$ cat src/rtl/ticket_vendor_change.sv
// Ticket vending controller: accumulates coin credit, issues a ticket at PRICE, returns greedy change or refunds.
// Latency: credit updates one edge after a coin; ticket the edge a coin reaches PRICE; change coins follow one per cycle.
// Backpressure: busy is high in VEND/CHANGE; coins and cancel are ignored then and must be held upstream.
module ticket_vendor_change #(
    parameter int PRICE       = 15,
    parameter int CREDIT_W    = 6,
    parameter int VAL_PENNY   = 1,
    parameter int VAL_NICKEL  = 5,
    parameter int VAL_DIME    = 10,
    parameter int VAL_QUARTER = 25
) (
    input  logic                clk,
    input  logic                rst,
    input  logic                coin_valid,
    input  logic [1:0]          coin,
    input  logic                cancel,
    output logic                ticket,
    output logic                change_valid,
    output logic [1:0]          change_coin,
    output logic                busy,
    output logic [CREDIT_W-1:0] credit
);

    typedef enum logic [1:0] {
        S_COLLECT = 2'd0,
        S_VEND    = 2'd1,
        S_CHANGE  = 2'd2
    } state_t;

    localparam logic [CREDIT_W-1:0] PRICE_C   = CREDIT_W'(PRICE);
    localparam logic [CREDIT_W-1:0] PENNY_C   = CREDIT_W'(VAL_PENNY);
    localparam logic [CREDIT_W-1:0] NICKEL_C  = CREDIT_W'(VAL_NICKEL);
    localparam logic [CREDIT_W-1:0] DIME_C    = CREDIT_W'(VAL_DIME);
    localparam logic [CREDIT_W-1:0] QUARTER_C = CREDIT_W'(VAL_QUARTER);

    localparam logic [1:0] CODE_PENNY  = 2'b00;
    localparam logic [1:0] CODE_NICKEL = 2'b01;
    localparam logic [1:0] CODE_DIME   = 2'b10;

    state_t                state_q, state_d;
    logic [CREDIT_W-1:0]   credit_q, credit_d;
    logic [CREDIT_W-1:0]   coin_val;
    logic [CREDIT_W-1:0]   sum;
    logic [1:0]            chg_code;
    logic [CREDIT_W-1:0]   chg_val;
    logic [CREDIT_W-1:0]   chg_rem;

    // Value of the coin being offered by the acceptor.
    always_comb begin
        coin_val = PENNY_C;
        case (coin)
            2'b00:   coin_val = PENNY_C;
            2'b01:   coin_val = NICKEL_C;
            2'b10:   coin_val = DIME_C;
            default: coin_val = QUARTER_C;
        endcase
    end

    assign sum = credit_q + coin_val;

    // Greedy change selection from the credit still owed; quarters are never paid out.
    always_comb begin
        chg_code = CODE_PENNY;
        chg_val  = PENNY_C;
        if (credit_q >= DIME_C) begin
            chg_code = CODE_DIME;
            chg_val  = DIME_C;
        end else if (credit_q >= NICKEL_C) begin
            chg_code = CODE_NICKEL;
            chg_val  = NICKEL_C;
        end
    end

    assign chg_rem = credit_q - chg_val;

    // Next-state and next-credit decode; cancel beats a coin offered in the same cycle.
    always_comb begin
        state_d  = state_q;
        credit_d = credit_q;
        case (state_q)
            S_COLLECT: begin
                if (cancel) begin
                    if (credit_q != '0) begin
                        state_d = S_CHANGE;
                    end
                end else if (coin_valid) begin
                    if (sum >= PRICE_C) begin
                        credit_d = sum - PRICE_C;
                        state_d  = S_VEND;
                    end else begin
                        credit_d = sum;
                    end
                end
            end
            S_VEND: begin
                state_d = (credit_q != '0) ? S_CHANGE : S_COLLECT;
            end
            S_CHANGE: begin
                credit_d = chg_rem;
                if (chg_rem == '0) begin
                    state_d = S_COLLECT;
                end
            end
            default: begin
                state_d  = S_COLLECT;
                credit_d = '0;
            end
        endcase
    end

    // State and credit registers; reset discards any change still owed.
    always_ff @(posedge clk or posedge rst) begin
        if (rst) begin
            state_q  <= S_COLLECT;
            credit_q <= '0;
        end else begin
            state_q  <= state_d;
            credit_q <= credit_d;
        end
    end

    // Moore outputs decoded from state, and from credit while paying change.
    always_comb begin
        ticket       = (state_q == S_VEND);
        change_valid = (state_q == S_CHANGE);
        change_coin  = (state_q == S_CHANGE) ? chg_code : CODE_PENNY;
        busy         = (state_q != S_COLLECT);
        credit       = credit_q;
    end

endmodule

$ cat config.mk
export PLATFORM = sky130hd
export DESIGN_NAME = ticket_vendor_change
export DESIGN_NICKNAME = d
export VERILOG_FILES = /design/src/rtl/ticket_vendor_change.sv
export SDC_FILE = /design/constraint.sdc
export NUM_CORES = 1
export LEC_CHECK = 0
export ABC_AREA = 1
export BUFFER_PORTS_ARGS = -buffer_cell sky130_fd_sc_hd__buf_2
export CORE_ASPECT_RATIO = 0.9
export CORE_MARGIN = 4
export CORE_UTILIZATION = 49
export DETAILED_ROUTE_END_ITERATION = 10
export PLACE_DENSITY = 0.7
export REMOVE_ABC_BUFFERS = 1
export SYNTH_ARGS = -nofsm -noshare
export SYNTH_HDL_FRONTEND = slang
export SYNTH_SLANG_ARGS = --single-unit
$ cat constraint.sdc
create_clock -name clk -period 3.2 [get_ports clk]
set_clock_uncertainty 0.05 [all_clocks]
set_input_delay 0.32 -clock clk [delete_from_list [all_inputs] [get_ports clk]]
set_output_delay 0.32 -clock clk [all_outputs]
set_load 0.01 [all_outputs]
# Word level (Yosys, flattened, before mapping)
# Cells that the tools add are included.
# word_totals
output_inout_bits,11
regBits,8
# classes
n_bitwise,1
add_sub_neg,3
n_reduce_logical,7
muxes,17
eq_ne,10
n_lt_le_gt_ge,3
# ops
cell,n
two-way mux 6 bit,3
case mux 6 bit (3 select lines),1
two-way mux 2 bit,8
case mux 5 bit (3 select lines),1
greater-or-equal comparator 6 x 4 -> 1 bit (second input constant),2
inequality test 3 bit (second input constant),3
adder 6 bit,1
greater-or-equal comparator 6 x 3 -> 1 bit (second input constant),1
zero test 6 bit,1
case mux 2 bit (3 select lines),1
nonzero test 6 bit,1
subtractor 6 x 4 -> 6 bit (second input constant),1
subtractor 6 bit,1
== test 2 x 1 -> 1 bit (second input constant),2
== test 2 bit (second input constant),2
zero test 2 bit,2
two-way mux 4 bit,1
inequality test 2 bit (second input constant),2
AND reduction 4 bit,1
two-way mux 3 bit,1
AND reduction 3 bit,1
inequality test 2 x 1 -> 1 bit (second input constant),1
nonzero test 2 bit,1
two-way mux 1 bit,1
NOT 1 bit,1

# Longest topological paths before layout
# Gate-level depths: netlist of run 1.
# depth
word_depth,8
mapped_depth,16
mapped_depth_nobuf,16

# Worst setup path before layout of run 1
# OpenSTA, ideal clock, no wires.
# synth_timing
path_type,register -> register
from,"register credit_q[1], in the netlist credit[1]"
to,register state_q[1]
arrival_ns,2.268
slack_ns,0.762
required_time_ns,3.030
stages_incl_launch_ff,15
synth_period_minus_slack_ns,2.438
cell_sequence,dfrtp_1 -> nor2_1 -> o21ai_0 -> inv_1 -> ha_1 -> fa_1 -> nand3b_1 -> nand2_1 -> nand2_1 -> a21oi_1 -> nor2_1 -> nand2_1 -> nor2_1 -> nand3_1 -> nand2_1
# synth_between
elab_chain_len,7
elab_cells_between_ends,15
cone_classes,2 x add/sub; 3 x order compare; 3 x eq/ne; 4 x mux; 3 x reduce/logical
# synth_rtl
item,line_no,rtl
start: declaration,41,"logic [CREDIT_W-1:0] credit_q, credit_d;"
start signal: assignment,118,credit_q <= credit_d;
greater-or-equal comparator 6 x 3 -> 1 bit,68,end else if (credit_q >= NICKEL_C) begin
two-way mux 3 bit,68,
two-way mux 4 bit,65,if (credit_q >= DIME_C) begin
subtractor 6 bit,74,assign chg_rem = credit_q - chg_val;
zero test 6 bit,100,if (chg_rem == '0) begin
inequality test 2 x 1 -> 1 bit (no line),--,
AND reduction 4 bit (no line),--,
end signal: assignment,117,state_q <= state_d;
end: declaration,40,"state_t state_q, state_d;"
# Parallel ways exist; a longest one is shown, timed or not.
# A chain may end at the register's enable or synchronous reset.

# Worst setup path after layout of run 1
# Ends and elaborated chain as after synthesis.

==> qor.csv, run 1 <==
metric,value,unit
status,"finished, final reports clean",
hold_viol,0,
clock_latency,0.26,ns
crit_path_start_kind,flip-flop,
ys.warnings.count,0,
hold_end,state_q[0],
place_inst,226,
tritoncts,built,
synthFlopType,dfrtp_1,
max_freq,0.354,GHz
grt_pass1_wl,4950,um
ys_seq_elements,8,
critPathArrivalTime,2.92,ns
io_buffers,16,
grt_overflow,0,
period_needed,2.83,ns
grt_start_max_net_pins,9,
rsz0062_at_grt,no,
die_area,3120,um2
critPathMostFrequentCell,nand2_1,
vias,1220,
fin_cells,230,
postSynthAreaPerCell,6.14,um2
netlist.area_leader.share,17.8,%
ys_seq_area_share,17.8,%
routed_wirelength,2940,um
ys_top_cells_by_area,"dfrtp_1 (18%), nand2_1 (17%), ha_1 (11%)",
post-route-period-util,88.3,%
synth_edf_count,0,
ant_nets,0,
grt_pass1_vias,1134,
hold_depth,4,
r2r_setup_slack,0.37,ns
cp.required,3.30,ns
synth_top_area_cell,dfrtp_1,
cts_buffers,3,
reg2reg_to,state_q[1],
fin_area,1270,um2
ys_types,23,
htree_num_levels,1,
clock_sinks,8,
nets,223,
antenna_found_initial,0,
setup_viol,0,
diodes,0,
min-delay-start,cancel,
async_reset_ff_share,100,%
slowest_delay,0.54,ns
slowest_stage,dfrtp_1,
end_kind,flip-flop,
syn_inst,183,
drive_gt1_share,15.3,%
crit_type,flip-flop to flip-flop,
cts-root-buf,clkbuf_4,
slew_viol_final,0,
crit_fanout,8,
wl_per_cell,12.8,um
placedInstanceArea,1240,um2
remaining_drc_errors,0,
avgViaCountPerCell,5.30,
grt_usage,21.2,%
hp-class,input port to flip-flop,
ctsLongestPathBuffers,2,
placementRows,16,
drt_first_pass_iters,4,
die_w,58.5,um
cap_violations,0,
slew_headroom,74.2,%
clk_pin_slew,0.06,ns
dp_hpwl,2450,um
cts_setup_buffers,0,
globalplace.congestion,0.923,
synth_common_cells,"nand2_1 (51), inv_1 (31), nor2_1 (19)",
crit_family,simple AND/OR/NAND/NOR gates,
r2r-start,credit[1],
core,2180,um2
path_buf_inv,1,
post-route-util,58.2,%
setup_tns,0,ns
num_io_pins,17,
area_growth,13.0,%
die_h,53.4,um
max_slew.worst_pin.slew,0.383,ns
synth.most_common_cell,nand2_1,
synth_area,1120,um2
path_cells,nor2_1 -> o21ai_0 -> inv_1 -> ha_1 -> fa_1 -> nand3b_1 -> nand2_1 -> nand2_1 -> a21oi_1 -> nor2_1 -> nand2_1 -> nor2_1 -> nand3_1 -> nand2_1,
drtIter0Drc,30,
rr_worst_depth,14,
start_util,51.5,%
[repair_timing]
action,4_1_cts,5_1_grt
hold buffers,1,0
resized for setup,0,0
hold endpoints to repair,8,0
[area by class of cell]
| type | instances | area [um2] |
|---|---|---|
| inverters | 33 | 124 |
| fillers | 237 | 912 |
| well taps | 27 | 33.8 |
| clock buffers | 3 | 22.5 |
| repair buffers | 17 | 90.1 |
| multi-input cells | 142 | 800 |
| flip-flops and latches | 8 | 200 |
[per-stage QoR]
stage,hold slack [ns],setup slack [ns]
2_1_floorplan,0.0857,0.762
3_3_place_gp,0.233,0.509
3_5_place_dp,0.240,0.391
4_1_cts,0.305,0.380
5_1_grt,0.338,0.154
6_report,0.303,0.374
[routing by layer]
layer	share of wire (%)	vias to the layer above	routed length (um)	GRT usage, %
met5	0	-	0	0
met4	1.8	0	53	9.65
met3	4.4	10	129	3.90
met2	45	25	1330	32.9
met1	49	560	1430	28.2
li1	-	625	-	-
[how the worst max path moves through the flow]
stage              start    endpoint  slack [ns]  depth (start not counted)
6_report       credit[1]  state_q[1]        0.37                         14
2_1_floorplan  credit[1]  state_q[1]        0.76                         14
3_5_place_dp   credit[1]  state_q[1]        0.39                         14
5_1_grt        credit[1]  state_q[1]        0.15                         14
3_3_place_gp   credit[1]  state_q[1]        0.51                         14
4_1_cts        credit[1]  state_q[1]        0.38                         14
[worst register-to-register path: cells and delay by family (launching register included)]
| kind | cells | cell delay, ns |
|---|---|---|
| compound gates | 2 | 0.55 |
| fa+ha+maj | 2 | 0.65 |
| buf+inv | 1 | 0.18 |
| flops | 1 | 0.54 |
| simple gates | 9 | 0.75 |
[kinds of logic (layout without fill, tap and decap cells)]
group,count (synthesis),after routing,share of synthesized area (%)
buffers and inverters,33,53,11.0
xor gates and xnor gates,3,3,2.34
and+or+nand+nor,107,107,44.8
AOI/OAI and AO/OA,20,20,9.35
adders and majority gates,12,12,14.7
DFF,8,8,17.8
[flip-flops by register name, indices dropped and copies added, names as in the netlist]
name / cells
credit: 6
state_q: 2
[layout by cell type, fill, tap and decap left out, types with 2 or more instances in the layout]
cell type,count
buf_2,16
dfrtp_1,8
nand2_2,5
a21oi_1,14
nand3b_1,6
nand4_1,4
o211ai_1,2
nor2_1,19
xor2_1,2
ha_1,10
fa_1,2
nand3_2,3
o21ai_0,3
nand2_1,51
inv_1,31
clkbuf_4,3
nand3_1,15
Power of run 1 is not shown: default switching activity piles up to over one toggle a cycle in this logic, so the estimate is an artifact.
==> run 2: changes to the inputs <==
--- a/config.mk
+++ b/config.mk
@@ -11,7 +11,7 @@
 export CORE_MARGIN = 4
 export CORE_UTILIZATION = 49
 export DETAILED_ROUTE_END_ITERATION = 10
-export PLACE_DENSITY = 0.7
+export PLACE_DENSITY = 0.69
 export REMOVE_ABC_BUFFERS = 1
 export SYNTH_ARGS = -nofsm -noshare
 export SYNTH_HDL_FRONTEND = slang
==> constraint.sdc (replaced) <==
create_clock -name clk -period 3.2 [get_ports clk]
set_clock_uncertainty 0.05 [all_clocks]
set_input_delay 0.64 -clock clk [delete_from_list [all_inputs] [get_ports clk]]
set_output_delay 0.64 -clock clk [all_outputs]
set_load 0.01 [all_outputs]
==> qor.csv, run 2 (synthesis gave the netlist of run 1 again) <==
metric,value,unit,change
setup_tns,0,ns,unchanged
die_w,58.5,um,unchanged
grt_start_max_net_pins,9,,unchanged
crit_type,flip-flop to flip-flop,,
setup_viol,0,,unchanged
core,2180,um2,unchanged
vias,1212,,-0.66%
diodes,0,,unchanged
cts_setup_buffers,0,,unchanged
die_area,3120,um2,unchanged
crit_path_start_kind,flip-flop,,
grt_pass1_vias,1085,,-4.3%
drtIter0Drc,48,,+60%
post_cts_resized,0,,unchanged
grt_pass1_wl,4890,um,-1.1%
die_h,53.4,um,unchanged
antenna_found_initial,0,,unchanged
drive_gt1_share,15.8,%,+0.49 points
clk_pin_slew,0.05,ns,about the same
clock_sinks,8,,unchanged
globalplace.congestion,0.892,,-3.4%
cts_buffers,3,,unchanged
max_slew.worst_pin.slew,0.319,ns,-0.0635 ns
routed_wirelength,2910,um,-1.3%
nets,223,,unchanged
period_needed,2.73,ns,-0.0985 ns
rsz0062_at_grt,no,,
wl_per_cell,12.6,um,-1.3%
cts_hold_buf,0,,-1
dp_hpwl,2470,um,+0.48%
post-route-period-util,85.2,%,-3.1 points
critPathArrivalTime,2.80,ns,-0.12 ns
grt_overflow,0,,unchanged
start_util,51.5,%,unchanged
hp-class,input port to asynchronous set/reset pin,,
cp.required,3.27,ns,-0.03 ns
layout_common_cells,"nand2_1 (51), inv_1 (31), nor2_1 (19), buf_2 (16), nand3_1 (15)",,
cap_violations,0,,unchanged
num_io_pins,17,,unchanged
layout_commonest_cell,nand2_1,,
drt_first_pass_iters,4,,unchanged
status,"finished, final reports clean",,
end_kind,flip-flop,,
io_buffers,16,,unchanged
htree_num_levels,1,,unchanged
remaining_drc_errors,0,,unchanged
crit_fanout,5,,-3
tritoncts,built,,
avgViaCountPerCell,5.27,,-0.66%
clock_latency,0.25,ns,about the same
largest_reg_flops,6,,unchanged
area_growth,12.8,%,
slew_headroom,78.5,%,+4.3 points
grt_usage,21.0,%,-0.21 points
max_freq,0.367,GHz,+3.6%
hold_viol,0,,unchanged
slew_viol_final,0,,unchanged
placementRows,16,,unchanged
ctsLongestPathBuffers,2,,unchanged
cts-root-buf,clkbuf_4,,
ant_nets,0,,unchanged
run 2: cell count changes in the layout (fill, tap and decap cells not counted), sizes merged:
| cell | change |
|---|---|
| dlygate4sd3 | -1 |
| buf | +1 |
run 2: final timing paths:
check / depth (start not counted) / slack [ns] / from / endpoint
max: 14 / 0.47 / credit[3] / state_q[1]
min: 2 / 0.27 / rst / credit[1]
max reg2reg: 14 / 0.47 / credit[3] / state_q[1]
min reg2reg: 2 / 0.59 / credit[3] / credit[3]
max in group asynchronous: 2 / 2.60 / rst / credit[3]
min in group clk: 2 / 0.59 / credit[3] / credit[3]
run 2: per-layer routing:
metal	part of all wire (%)	wire length, um	GRT usage (%)
met3	5.1	148	3.66
met5	0	0	0
met4	0.65	19	4.63
met1	49	1440	29.6
met2	45	1300	32.9
run 2: worst max-delay path: stages, from the launching register on:
cell and delay [ns]:
dfrtp_1 0.45, inv_1 0.10, o21ai_0 0.31, inv_1 0.17, ha_1 0.24, fa_1 0.41
nand3b_1 0.20, nand2_1 0.08, nand2_1 0.06, a21oi_1 0.21, nor2_1 0.06, nand2_1 0.06
nor2_1 0.05, nand3_1 0.08, nand2_1 0.08
run 2: metrics by stage:
stage	cell area, um2	std cells	util (%)	setup WS [ns]	hold WS, ns
after CTS	1270	230	58.1	0.448	0.283
after global routing	1270	230	58.1	0.166	0.291
after floorplan	1120	183	-	0.762	0.406
after global placement	1240	227	57.1	0.500	0.539
final	1270	230	58.1	0.472	0.274
after detailed placement	1240	227	57.1	0.398	0.546
run 2: cell type report:
cell class	count	area [um2]
fill	229	915
timing repair buffer	17	87.6
clock buffer	3	22.5
sequential	8	200
inverter	33	124
multi-input combinational	142	800
tap	27	33.8
Power of run 2 is left out for the same reason.
